===== src/rtl/cache_fill_ctrl.sv =====
// cache_fill_ctrl: miss handling and line refill for a 4-way cache.
// Optional victim writeback is compiled in with CACHE_WRITEBACK_EN.
//
// Ports:
//   clk, rst          clock, synchronous active-high reset
//   miss_*            miss request in, miss_ready_o when idle
//   victim_*          LRU victim way/dirty/base, sampled on accept
//   way_rd_*          combinational victim word read (writeback)
//   way_wr_*          one-word data array write (refill)
//   mem_req_*         memory request, valid/ready
//   mem_resp_*        memory read data
//   lru_index_o/lru_update_o  LRU tracker update port
//   done_o            one-cycle refill-complete pulse
module cache_fill_ctrl #(
  parameter int ADDR_W         = 32,
  parameter int DATA_W         = 32,
  parameter int WORDS_PER_LINE = 4
) (
  input  logic                              clk,
  input  logic                              rst,
  input  logic                              miss_v_i,
  input  logic [ADDR_W-1:0]                 miss_addr_i,
  output logic                              miss_ready_o,
  input  logic [1:0]                        victim_way_i,
  input  logic                              victim_dirty_i,
  input  logic [ADDR_W-1:0]                 victim_addr_i,
  output logic [$clog2(WORDS_PER_LINE)-1:0] way_rd_word_o,
  input  logic [DATA_W-1:0]                 way_rd_data_i,
  output logic                              way_wr_v_o,
  output logic [1:0]                        way_wr_way_o,
  output logic [$clog2(WORDS_PER_LINE)-1:0] way_wr_word_o,
  output logic [DATA_W-1:0]                 way_wr_data_o,
  output logic                              mem_req_v_o,
  output logic                              mem_req_we_o,
  output logic [ADDR_W-1:0]                 mem_req_addr_o,
  output logic [DATA_W-1:0]                 mem_req_data_o,
  input  logic                              mem_req_ready_i,
  input  logic                              mem_resp_v_i,
  input  logic [DATA_W-1:0]                 mem_resp_data_i,
  output logic [1:0]                        lru_index_o,
  output logic                              lru_update_o,
  output logic                              done_o
);

  localparam int WL = $clog2(WORDS_PER_LINE);
  localparam int TW = ADDR_W - WL;
  localparam logic [WL-1:0] ONE = 1;

  typedef enum logic [2:0] {
    S_IDLE,
`ifdef CACHE_WRITEBACK_EN
    S_WB_REQ,
`endif
    S_FILL_REQ,
    S_FILL_WAIT,
    S_UPDATE
  } state_t;

  state_t        state_q, state_d;
  logic [WL-1:0] cnt_q, cnt_d;
  logic [TW-1:0] mbase_q, mbase_d;
  logic [1:0]    way_q, way_d;
  logic          last_w;

`ifdef CACHE_WRITEBACK_EN
  logic [TW-1:0] vbase_q, vbase_d;
  logic          unused_w;
  assign unused_w = ^{miss_addr_i[WL-1:0],
                      victim_addr_i[WL-1:0]};
`else
  logic          unused_w;
  assign unused_w = ^{miss_addr_i[WL-1:0],
                      victim_addr_i,
                      victim_dirty_i,
                      way_rd_data_i};
`endif

  assign last_w = &cnt_q;

  always_ff @(posedge clk) begin
    if (rst) begin
      state_q <= S_IDLE;
      cnt_q   <= '0;
      mbase_q <= '0;
      way_q   <= '0;
`ifdef CACHE_WRITEBACK_EN
      vbase_q <= '0;
`endif
    end else begin
      state_q <= state_d;
      cnt_q   <= cnt_d;
      mbase_q <= mbase_d;
      way_q   <= way_d;
`ifdef CACHE_WRITEBACK_EN
      vbase_q <= vbase_d;
`endif
    end
  end

  always_comb begin
    state_d        = state_q;
    cnt_d          = cnt_q;
    mbase_d        = mbase_q;
    way_d          = way_q;
`ifdef CACHE_WRITEBACK_EN
    vbase_d        = vbase_q;
`endif
    miss_ready_o   = 1'b0;
    way_rd_word_o  = '0;
    way_wr_v_o     = 1'b0;
    way_wr_way_o   = '0;
    way_wr_word_o  = '0;
    way_wr_data_o  = '0;
    mem_req_v_o    = 1'b0;
    mem_req_we_o   = 1'b0;
    mem_req_addr_o = '0;
    mem_req_data_o = '0;
    lru_index_o    = '0;
    lru_update_o   = 1'b0;
    done_o         = 1'b0;
    // Outputs stay quiet during reset so an abort never
    // leaks a write, request or update pulse.
    if (!rst) begin
      unique case (state_q)
        S_IDLE: begin
          miss_ready_o = 1'b1;
          if (miss_v_i) begin
            mbase_d = miss_addr_i[ADDR_W-1:WL];
            way_d   = victim_way_i;
            cnt_d   = '0;
`ifdef CACHE_WRITEBACK_EN
            vbase_d = victim_addr_i[ADDR_W-1:WL];
            state_d = victim_dirty_i ? S_WB_REQ
                                     : S_FILL_REQ;
`else
            state_d = S_FILL_REQ;
`endif
          end
        end
`ifdef CACHE_WRITEBACK_EN
        S_WB_REQ: begin
          way_rd_word_o  = cnt_q;
          mem_req_v_o    = 1'b1;
          mem_req_we_o   = 1'b1;
          mem_req_addr_o = {vbase_q, cnt_q};
          mem_req_data_o = way_rd_data_i;
          if (mem_req_ready_i) begin
            // Counter wraps to 0 after the last word,
            // ready for the fill phase.
            cnt_d = cnt_q + ONE;
            if (last_w) state_d = S_FILL_REQ;
          end
        end
`endif
        S_FILL_REQ: begin
          mem_req_v_o    = 1'b1;
          mem_req_addr_o = {mbase_q, cnt_q};
          if (mem_req_ready_i) state_d = S_FILL_WAIT;
        end
        S_FILL_WAIT: begin
          if (mem_resp_v_i) begin
            way_wr_v_o    = 1'b1;
            way_wr_way_o  = way_q;
            way_wr_word_o = cnt_q;
            way_wr_data_o = mem_resp_data_i;
            cnt_d         = cnt_q + ONE;
            state_d       = last_w ? S_UPDATE
                                   : S_FILL_REQ;
          end
        end
        S_UPDATE: begin
          lru_update_o = 1'b1;
          lru_index_o  = way_q;
          done_o       = 1'b1;
          state_d      = S_IDLE;
        end
        default: state_d = S_IDLE;
      endcase
    end
  end

endmodule

===== config.mk =====
export PLATFORM = sky130hd
export DESIGN_NAME = cache_fill_ctrl
export DESIGN_NICKNAME = d
export VERILOG_FILES = /design/src/rtl/cache_fill_ctrl.sv
export SDC_FILE = /design/constraint.sdc
export NUM_CORES = 1
export LEC_CHECK = 0
export CAP_MARGIN = 15
export CORE_AREA = 2 2 94 96
export DETAILED_ROUTE_END_ITERATION = 12
export DIE_AREA = 0 0 96 98
export DONT_BUFFER_PORTS = 1
export HOLD_SLACK_MARGIN = 0.03
export PLACE_DENSITY = 0.38
export REMOVE_ABC_BUFFERS = 1
export SLEW_MARGIN = 20
export SYNTH_ARGS = -nofsm -noshare
export SYNTH_HDL_FRONTEND = slang
export SYNTH_SLANG_ARGS = --single-unit
export TNS_END_PERCENT = 100

===== constraint.sdc =====
create_clock -name clk -period 1.3 [get_ports clk]
set_input_delay 0.065 -clock clk [delete_from_list [all_inputs] [get_ports clk]]
set_output_delay 0.065 -clock clk [all_outputs]
set_load 0.005 [all_outputs]

==> impl_metrics.env <==
export IMPL_critPathArrivalTime_ns=1.68
export IMPL_placementRows=34
export IMPL_p_per_area_nw_per_um2=866
export IMPL_die_y_um=98
export IMPL_synth_edf_count=0
export IMPL_num_nets_final=470
export IMPL_grt_pass1_vias=1689
export IMPL_core_area_um2=8470
export IMPL_grt_max_degree=38
export IMPL_final_min_clock_period_ns=1.51
export IMPL_synth_area_top_cells="dfxtp_1, and2_1, buf_4"
export IMPL_cap_violations=0
export IMPL_r2r_end="mbase_q[27]"
export IMPL_portBuffers=0
export IMPL_totalPowerFinal_mw=2.89
export IMPL_cts_path_max_buffers=2
export IMPL_clockPowerShare=0.304
export IMPL_drive_gt1_frac=0.401
export IMPL_firstDrtPassIters=4
export IMPL_insertion_delay_ns=0.29
export IMPL_cts_tree="done"
export IMPL_antenna_found_initial=0
export IMPL_rsz0062_at_grt="yes"
export IMPL_ys_top_cells_by_count="and2_1, nand2_1, buf_4, dfxtp_1, a21oi_1"
export IMPL_setup_violations=95
export IMPL_swShare=0.301
export IMPL_antennaDiodeCount=0
export IMPL_skew_ns=0.0109
export IMPL_finalHoldWorstSlack_ns=-0.0510
export IMPL_drt_iter0_drc=54
export IMPL_yosysWarnings=0
export IMPL_synthCells=284
export IMPL_holdPathStages=2
export IMPL_grt_pass1_wl_um=9150
export IMPL_ios=246
export IMPL_wl_per_cell_um=16.7
export IMPL_period_share=1.16
export IMPL_p_seq_frac=0.430
export IMPL_slew_viol_final=0
export IMPL_critPathMaxFanout=6
export IMPL_rrSetupSlack_ns=-0.21
export IMPL_worstPathCellList="buf_4 -> buf_6 -> or3b_4 -> clkbuf_16 -> nand2_2 -> a21oi_1"
export IMPL_grt_ovfl_total=0
export IMPL_numClockSinks=36
export IMPL_setup_worst_path_class="flop to flop"
export IMPL_p_int_mw=2.02
export IMPL_min_to="state_q[0]"
export IMPL_status="complete, but fails checks"
export IMPL_cp_end_kind="flop"
export IMPL_synthFlopType="dfxtp_1"
export IMPL_dp_hpwl_um=4290
export IMPL_reg2reg_from="state_q[0]"
export IMPL_leakagePower_nw=1.45
export IMPL_post_route_util=0.393
export IMPL_setup_ws_ns=-0.206
export IMPL_power_switching_mw=0.869
export IMPL_vias_per_cell=4.39
export IMPL_dp_slack_ns=0.0239
export IMPL_combinationalPowerShare=0.266
export IMPL_async_flop_share=0
export IMPL_drc=0
export IMPL_ir_drop_v=0.000511
export IMPL_reg2reg_depth=6
export IMPL_synth_cell_types=28
export IMPL_seq_area_frac_synth=0.332
export IMPL_h_tree_depth=2
export IMPL_min_from="mem_resp_v_i"
export IMPL_synth_top_area_cell="dfxtp_1"
export IMPL_fp_dieW_um=96
export IMPL_cts_hold_buf=34
export IMPL_cp_top_family="simple AND/OR/NAND/NOR gates"
export IMPL_slowest_stage="or3b_4"
export IMPL_ys_ff_latch=36
export IMPL_dieArea_um2=9410
export IMPL_crit_buf_inv=3
export IMPL_hp_class="primary input to flop"
export IMPL_yosysMostFrequentCell="and2_1"
export IMPL_cp_start_kind="flop"
export IMPL_clkTransAtPathRegs_ns=0.08
export IMPL_violations="negative hold slack, negative setup slack"
export IMPL_vias=1942
export IMPL_root_buffer="clkbuf_8"
export IMPL_required_ns=1.48
export IMPL_hold_viol_final=2
export IMPL_gp_congestion=0.652
export IMPL_cts_inserted_buffers=5
export IMPL_fmax_ghz=0.664
export IMPL_grt_use_total=0.126
export IMPL_worst_path_largest_cell_delay_ns=0.49
export IMPL_ant_nets=0
export IMPL_wl_um=7380
export IMPL_tns_ns=-13.98
export IMPL_netlist_area_um2=2170
export IMPL_yosysTopAreaCellShare=0.332
export IMPL_initial_utilization=0.256
export IMPL_synthToLayoutAreaGrowth_pct=53.5
export IMPL_synth_avg_cell_area_um2=7.64
-- worst max-delay path by stage --
stage	start	end	slack (ns)	depth (start not counted)
6_report	state_q[0]	mbase_q[27]	-0.21	6
3_5_place_dp	state_q[1]	mbase_q[0]	0.02	4
3_3_place_gp	state_q[1]	mbase_q[7]	0.03	4
4_1_cts	state_q[0]	way_wr_data_o[5]	-0.19	4
2_1_floorplan	state_q[1]	mbase_q[0]	-0.43	3
5_1_grt	state_q[0]	way_wr_data_o[5]	-0.24	4
-- placed cells by master, fill, tap and decap left out, types with 2 or more instances in the layout --
| cell | count |
|---|---|
| nand2_4 | 22 |
| nand2_1 | 33 |
| clkbuf_8 | 6 |
| a21oi_1 | 16 |
| nor2b_1 | 2 |
| dfxtp_1 | 34 |
| nor3b_4 | 3 |
| nand2_2 | 11 |
| buf_6 | 8 |
| a31oi_1 | 2 |
| buf_8 | 2 |
| dfxtp_4 | 2 |
| a211oi_1 | 2 |
| and2_1 | 34 |
| a21oi_2 | 17 |
| and2_2 | 2 |
| clkbuf_16 | 8 |
| conb_1 | 35 |
| buf_4 | 5 |
| buf_12 | 7 |
| dlygate4sd3_1 | 33 |
| and2_4 | 34 |
-- worst register-to-register path: stages (launching register included) --
cell,delay [ns]
dfxtp_4,0.35
buf_4,0.13
buf_6,0.11
or3b_4,0.49
clkbuf_16,0.21
nand2_2,0.06
a21oi_1,0.05
-- through the flow --
stage / instance area, um^2 / cells
2_1_floorplan: 1890 / 263
3_3_place_gp: 2170 / 383
3_5_place_dp: 2170 / 383
4_1_cts: 2670 / 427
5_1_grt: 3330 / 442
6_report: 3330 / 442
-- layer usage --
layer,track usage,part of all wire
met5,0,0
met4,0.0264,0.0051
met3,0.0347,0.080
met2,0.214,0.51
met1,0.159,0.41
-- power groups by stage --
stage / Clock (mW) / Sequential, mW / Combinational (mW)
3_3_place_gp: 0 / 1.24 / 0.326
6_report: 0.877 / 1.24 / 0.768
2_1_floorplan: 0 / 1.23 / 0.204
5_1_grt: 0.959 / 1.25 / 0.831
4_1_cts: 0.905 / 1.21 / 0.456
3_5_place_dp: 0 / 1.24 / 0.326
-- cell families (layout without fill, tap and decap cells) --
| group | count (synthesis) | after routing | share of synthesized area |
|---|---|---|---|
| AND/OR/NAND/NOR | 151 | 151 | 0.378 |
| buffers and inverters | 56 | 72 | 0.188 |
| AO/OA/AOI/OAI | 39 | 39 | 0.0946 |
| flip-flops | 36 | 36 | 0.332 |
| adder cells (fa/ha/maj) | 1 | 1 | 0.00577 |
| other | 1 | 35 | 0.00173 |
-- cell type report --
type	instances	area [um^2]
clock inverters	2	13.8
inverters	1	3.75
flip-flops and latches	36	728
well taps	108	135
fillers	849	5130
clock buffers	6	82.6
repair buffers	63	828
multi-input cells	226	1540
-- state kept, by name (all words and copies together), names as in the netlist --
register / count
mbase_q: 30
cnt_q: 2
state_q: 2
way_q: 2
-- repair_timing --
action / CTS / global route
pin swaps: 3 / 34
gates cloned: 0 / 11
endpoints found under the setup margin: 74 / 106
endpoints found under the hold margin: 36 / 2
resized for setup: 17 / 111
setup buffers: 2 / 4
Power figures use the tool's default switching activity.
